===== src/rtl/mem_arb_pkg.sv =====
// Shared types and constants for the memory-port arbiter.
// Configuration macro used by the arbiter: MEM_ARB_RR_EN.
package mem_arb_pkg;

  localparam int unsigned REQ_INST = 0;
  localparam int unsigned REQ_DATA = 1;
  localparam int unsigned REQ_LOAD = 2;

  typedef enum logic [0:0] {
    ST_ARB   = 1'b0,
    ST_OWNED = 1'b1
  } arb_state_e;

  localparam int unsigned OWNER_W = 4;
  localparam logic [OWNER_W-1:0] OWNER_NONE = 4'hF;

  function automatic int unsigned clog2(input int unsigned value);
    int unsigned width;
    width = 0;
    for (int i = 0; i < 32; i++) begin
      width = ((32'd1 << i) < value) ? (i + 1) : width;
    end
    return width;
  endfunction

endpackage


===== src/rtl/mem_arb_pick.sv =====
// One-hot picker: grants the first set request bit found when searching
// upward from index 'start', wrapping around at N.
module mem_arb_pick
  import mem_arb_pkg::*;
#(
  parameter int unsigned N  = 3,
  parameter int unsigned SW = clog2(N)
) (
  input  logic [N-1:0]  req,
  input  logic [SW-1:0] start,
  output logic [N-1:0]  gnt
);

  logic [2*N-1:0] req_dbl_s;
  logic [2*N-1:0] gnt_dbl_s;
  logic [N-1:0]   req_rot_s;
  logic [N-1:0]   gnt_rot_s;

  // Rotate so 'start' lands on bit 0, isolate the lowest set bit, rotate back.
  always_comb begin
    req_dbl_s = {req, req} >> start;
    req_rot_s = req_dbl_s[N-1:0];
    gnt_rot_s = req_rot_s & (~req_rot_s + {{(N-1){1'b0}}, 1'b1});
    gnt_dbl_s = {gnt_rot_s, gnt_rot_s} << start;
    gnt       = gnt_dbl_s[2*N-1:N];
  end

endmodule


===== src/rtl/mem_port_arbiter.sv =====
// Shares one single-port synchronous RAM between NREQ requesters with optional bursts.
// Define MEM_ARB_RR_EN for round-robin arbitration; default is fixed priority, highest index wins.
module mem_port_arbiter
  import mem_arb_pkg::*;
#(
  parameter int unsigned NREQ     = 3,
  parameter int unsigned AW       = 32,
  parameter int unsigned LOCK_MAX = 16
) (
  input  logic               clk,
  input  logic               rst,
  input  logic [NREQ-1:0]    req,
  input  logic [NREQ-1:0]    lock,
  input  logic [NREQ*AW-1:0] addr,
  input  logic [NREQ*32-1:0] wdata,
  input  logic [NREQ*4-1:0]  wstrb,
  output logic [NREQ-1:0]    gnt,
  output logic [NREQ-1:0]    rvalid,
  output logic [31:0]        rdata,
  output logic               mem_en,
  output logic [AW-3:0]      mem_addr,
  output logic [31:0]        mem_wdata,
  output logic [3:0]         mem_wstrb,
  input  logic [31:0]        mem_rdata
);

  localparam int unsigned IW = clog2(NREQ);
  localparam int unsigned CW = (clog2(LOCK_MAX) > 0) ? clog2(LOCK_MAX) : 1;
  localparam logic [CW-1:0] CNT_LAST = CW'(LOCK_MAX - 1);

  arb_state_e         state_q, state_d;
  logic [OWNER_W-1:0] owner_q, owner_d;
  logic [CW-1:0]      lock_cnt_q, lock_cnt_d;
  logic               rd_pend_q, rd_pend_d;
  logic [IW-1:0]      rd_idx_q, rd_idx_d;

  logic [NREQ-1:0] pick_req_s, pick_gnt_s, win_oh_s, gnt_s;
  logic [IW-1:0]   pick_start_s, owner_idx_s, gidx_s;
  logic [AW-1:0]   addr_sel_s;
  logic [31:0]     wdata_sel_s;
  logic [3:0]      wstrb_sel_s;
  logic            owned_hold_s, grant_s;
  logic            unused_bits_s;

`ifdef MEM_ARB_RR_EN
  logic [IW-1:0] rr_ptr_q, rr_ptr_d;

  // Round-robin search begins at the pointer.
  always_comb begin
    pick_req_s   = req;
    pick_start_s = rr_ptr_q;
    win_oh_s     = pick_gnt_s;
  end
`else
  // Bit-reverse around a fixed start so the highest index has priority.
  always_comb begin
    pick_start_s = '0;
    for (int i = 0; i < int'(NREQ); i++) begin
      pick_req_s[i] = req[NREQ-1-i];
      win_oh_s[i]   = pick_gnt_s[NREQ-1-i];
    end
  end
`endif

  mem_arb_pick #(.N(NREQ), .SW(IW)) u_pick (
    .req   (pick_req_s),
    .start (pick_start_s),
    .gnt   (pick_gnt_s)
  );

  // Grant: the owner while it keeps requesting, otherwise the arbitration winner.
  always_comb begin
    owner_idx_s  = owner_q[IW-1:0];
    owned_hold_s = (state_q == ST_OWNED) && req[owner_idx_s];
    gnt_s        = '0;
    if (rst) begin
      gnt_s = '0;
    end else if (owned_hold_s) begin
      gnt_s[owner_idx_s] = 1'b1;
    end else begin
      gnt_s = win_oh_s;
    end
  end

  // One-hot mux of the granted requester's fields onto the RAM port.
  always_comb begin
    gidx_s      = '0;
    addr_sel_s  = '0;
    wdata_sel_s = 32'h0;
    wstrb_sel_s = 4'h0;
    for (int i = 0; i < int'(NREQ); i++) begin
      gidx_s      = gidx_s | (IW'(i) & {IW{gnt_s[i]}});
      addr_sel_s  = addr_sel_s | (addr[i*AW +: AW] & {AW{gnt_s[i]}});
      wdata_sel_s = wdata_sel_s | (wdata[i*32 +: 32] & {32{gnt_s[i]}});
      wstrb_sel_s = wstrb_sel_s | (wstrb[i*4 +: 4] & {4{gnt_s[i]}});
    end
    grant_s = |gnt_s;
  end

  // Output drive; rvalid comes from the read-pending flop and is squashed by reset.
  always_comb begin
    gnt           = gnt_s;
    mem_en        = grant_s;
    mem_addr      = addr_sel_s[AW-1:2];
    mem_wdata     = wdata_sel_s;
    mem_wstrb     = wstrb_sel_s;
    rdata         = mem_rdata;
    unused_bits_s = ^{addr_sel_s[1:0], owner_q[OWNER_W-1:IW]};
    for (int i = 0; i < int'(NREQ); i++) begin
      rvalid[i] = rd_pend_q & ~rst & (rd_idx_q == IW'(i));
    end
  end

  // Next-state: burst ownership, lock counting and read tracking.
  always_comb begin
    state_d    = state_q;
    owner_d    = owner_q;
    lock_cnt_d = lock_cnt_q;
`ifdef MEM_ARB_RR_EN
    rr_ptr_d   = rr_ptr_q;
`endif
    if (owned_hold_s) begin
      if (lock[owner_idx_s] && (lock_cnt_q < CNT_LAST)) begin
        lock_cnt_d = lock_cnt_q + CW'(1);
      end else begin
        state_d    = ST_ARB;
        owner_d    = OWNER_NONE;
        lock_cnt_d = '0;
      end
    end else if (grant_s) begin
`ifdef MEM_ARB_RR_EN
      rr_ptr_d = (gidx_s == IW'(NREQ - 1)) ? '0 : gidx_s + IW'(1);
`endif
      if (lock[gidx_s] && (LOCK_MAX > 1)) begin
        state_d    = ST_OWNED;
        owner_d    = OWNER_W'(gidx_s);
        lock_cnt_d = CW'(1);
      end else begin
        state_d    = ST_ARB;
        owner_d    = OWNER_NONE;
        lock_cnt_d = '0;
      end
    end else begin
      state_d    = ST_ARB;
      owner_d    = OWNER_NONE;
      lock_cnt_d = '0;
    end
    rd_pend_d = grant_s & (wstrb_sel_s == 4'h0);
    rd_idx_d  = grant_s ? gidx_s : rd_idx_q;
  end

  // State registers with synchronous reset.
  always_ff @(posedge clk) begin
    if (rst) begin
      state_q    <= ST_ARB;
      owner_q    <= OWNER_NONE;
      lock_cnt_q <= '0;
      rd_pend_q  <= 1'b0;
      rd_idx_q   <= '0;
`ifdef MEM_ARB_RR_EN
      rr_ptr_q   <= '0;
`endif
    end else begin
      state_q    <= state_d;
      owner_q    <= owner_d;
      lock_cnt_q <= lock_cnt_d;
      rd_pend_q  <= rd_pend_d;
      rd_idx_q   <= rd_idx_d;
`ifdef MEM_ARB_RR_EN
      rr_ptr_q   <= rr_ptr_d;
`endif
    end
  end

endmodule

===== config.mk =====
export PLATFORM = sky130hd
export DESIGN_NAME = mem_port_arbiter
export DESIGN_NICKNAME = d
export VERILOG_FILES = /design/src/rtl/mem_arb_pkg.sv /design/src/rtl/mem_arb_pick.sv /design/src/rtl/mem_port_arbiter.sv
export SDC_FILE = /design/constraint.sdc
export NUM_CORES = 1
export LEC_CHECK = 0
export BUFFER_PORTS_ARGS = -buffer_cell sky130_fd_sc_hd__clkbuf_2
export CAP_MARGIN = 30
export CORE_AREA = 3 3 133 135
export DETAILED_ROUTE_END_ITERATION = 10
export DIE_AREA = 0 0 136 138
export SLEW_MARGIN = 40
export SYNTH_ARGS = -nofsm -noshare
export SYNTH_HDL_FRONTEND = slang
export SYNTH_HIERARCHICAL = 1
export SYNTH_SLANG_ARGS = --single-unit

===== constraint.sdc =====
create_clock -name clk -period 3.94 [get_ports clk]
set_input_delay 0.197 -clock clk [delete_from_list [all_inputs] [get_ports clk]]
set_output_delay 0.197 -clock clk [all_outputs]
set_load 0.005 [all_outputs]

==> results.md <==
- Syn_area_per_cell: just under 8 um^2
- Layout cells sized above 1: approximately 57%
- Hold_buf cts: 0
- Area leader, netlist: a22o_1
- Share of the synthesized area in the top cell type: approximately 25%
- Rel. slew slack: 48.26%
- Crit Path Category: reg2out
- Vias per cell: ~4.3
- Post-synth ARST share: 0%
- DIE WIDTH: about 140 um
- Die area: about 19000 um^2
- Floorplan row count: 47
- Layout overhead on the synthesized area: 68.50%
- Synthesized cell area: between 2000 and 2500 um^2
- Main combinational cell family by area after synthesis: compound AO/OA/AOI/OAI gates
- Setup TNS: 0 ns
- EDFF count, synth: 0
- Detailed Routing Iterations Pass 1: 4
- First-pass GRT wire length: between 15000 and 20000 um
- Pwr Density: 202.4 nW/um^2
- Met2 Track Usage GR: a little over 20%
- Antenna viol nets, final: 0
- WP data required: ~3.7 ns
- Max IR drop VDD: roughly 110 uV
- I/O pin count: about 350
- Final period util: roughly 73%
- Post-Syn Instances: 282
- Ys flop type: dfxtp_1
- Outcome: finished, final reports clean
- XOR/XNOR Fraction of Synth Area: 1.203%
- Synth warnings: 6
- Vias in the first global route: 3040
- # DRC: 0
- Number of setup buffers added after CTS: 0
- Via count: 3209
- ANT cells: 0
- Core area: 16580 um^2
- H-tree lvl count: 1
- Crit path max fanout: 33
- Synth area leaders: a22o_1 25%, a21o_1 22%, buf_4 12%, dfxtp_1 9.2%, buf_2 2.3%
- CTS Sinks: 10
- Overflow after GRT: 0
- CP Launch Type: flop
- Slew Viols, Final: 0
- Routed Wire Length: 11940 um
- Clk Tree Root Cell: clkbuf_16
- Fin Clk Skew: roughly 0.0062 ns
- Total CTS buffers: 3
- Clock Path Buffers: 2
- Chip Height: 138 um
- Worst Hold Class: in2reg
- Mux contribution to synthesized area: less than 1%
- GR Layer Usage met3: between 3 and 4%
- Fill count: about 1900
- Synth Area in Simple Gates: 10.14%
- Setup crit end kind: output pin
- Port Buffers: 278
- Yosys cell types: between 50 and 60
- Busiest grt layer: met2
- RSZ-0062 raised after global routing: false
- Total global-route track usage: between 10 and 15%
- Initial core utilization: 13.17%
- Initial antenna violation count: 2
- Utilization after layout: 22.20%
- Seq/Total Area, Yosys: 9.164%
- Routability cong.: 0.8525
- Max-cap viol count: 0
- Worst hold slack: 0.3096 ns
- WL per Instance: roughly 16 um
- Worst-margin pin slew: between 0.7 and 0.8 ns
- TritonCTS clock tree: done
- Synth Register Bits: 10
- Synth Area in Compound Gates: roughly three fifths
- GR Util met1: between 10% and 20%
- Clock Latency Late Sink: between 0.2 and 0.25 ns
- F_max: roughly 350 MHz
- Critical Path AT: about 2.7 ns
- Adder-Cell Fraction of Synth Area: less than 1%
- Post-cts resize count: 0
- Initial DRC count: approximately 190
- Clock Pin Slew Worst Setup and Hold Paths: around 0.040 ns
- HPWL after DPL: just over 10000 um
- Hold Violations, Final: 0
- # setup viols final: 0
- Net count, final: between 700 and 800
- Total power: approximately 0.00074 W
- Reported leakage power: approximately 2.4 nW
- Pin count of the biggest net entering global routing: 38
- Post-layout minimum cycle time: ~2.9 ns
## flip-flops by register name, summed over array words and instances (netlist names)
register	cells
lock_cnt_q	4
rd_pend_q	1
rd_idx_q	2
state_q	1
owner_q	2
## kinds of logic after synthesis
| logic type | count (synthesis) |
|---|---|
| compound gates | 160 |
| simple gates | 41 |
| xor+xnor | 3 |
| other cells | 1 |
| buf+inv | 64 |
| flops | 10 |
| fa+ha+maj | 1 |
| mux | 2 |
## worst paths after layout
kind | start | endpoint | slack [ns] | cells after the start
setup / recovery | owner_q[0] | mem_wdata[17] | 1.05 | 7
hold / removal | lock[0] | state_q | 0.31 | 3
setup reg to reg | owner_q[0] | rd_pend_q | 1.75 | 6
hold reg to reg | rd_idx_q[0] | rd_idx_q[0] | 0.49 | 2
## layout by cell type (no fill, tap or decap), types with 4 or more instances in the layout
cell type  Yosys  final
a22o_1        62     62
dfxtp_1       10     10
nand2_1       13     13
a221o_1        4      4
clkbuf_2       0    278
conb_1         1      8
buf_4         34      5
a21o_1        64     64
inv_1          8      8
nor2_1         8      7
## metrics by stage
stage,setup WS [ns],area (um^2),std cells
after global placement,1.070,3592,737
final,1.046,3681,741
after floorplan,2.070,2211,289
after global routing,0.7995,3681,741
after detailed placement,1.033,3592,737
after CTS,0.9956,3681,741
## report_power, final
group / switching [W] / internal, W
Clock: 0.0000508 / 0.000153
Combinational: 0.000194 / 0.000230
Sequential: 0.00000917 / 0.000108
## final cells by class
| type | count | area [um^2] | share of cell area (%) |
|---|---|---|---|
| inverters | 9 | 33.78 | 0.9177 |
| multi-input cells | 215 | 1654 | 44.94 |
| well taps | 220 | 275.3 | 7.478 |
| repair buffers | 283 | 1429 | 38.82 |
| clock buffers | 4 | 88.84 | 2.413 |
| flip-flops and latches | 10 | 200.2 | 5.438 |
## synth_stat cells (2+ instances only)
library cell	count
xnor2_1	2
nor2_1	8
o211ai_1	2
nand3_1	3
a21o_1	64
buf_4	34
a22o_1	62
nor2b_1	3
clkbuf_1	11
nand2_1	13
inv_1	8
a31oi_1	2
buf_2	10
nand2b_1	2
mux2i_1	2
o31ai_1	2
nor3b_1	3
o21ai_0	2
o22ai_1	3
a221o_1	4
dfxtp_1	10
## routing by layer
metal	part of all wire [%]	wire length, um	vias up
li1	-	-	1535
met1	40	4761	1462
met2	49	5806	182
met3	10	1197	28
met4	1.4	163	2
met5	0.11	13	-
## critical path, cell delays in order, from the launching register on
cell       delay, ns
dfxtp_1         0.54
nor2b_2         0.08
o21ai_0         0.24
a2bb2oi_1       0.14
nor2_4          0.59
buf_4           0.45
a21o_1          0.22
clkbuf_2        0.13
No activity file was read; power rests on OpenSTA's default activity.
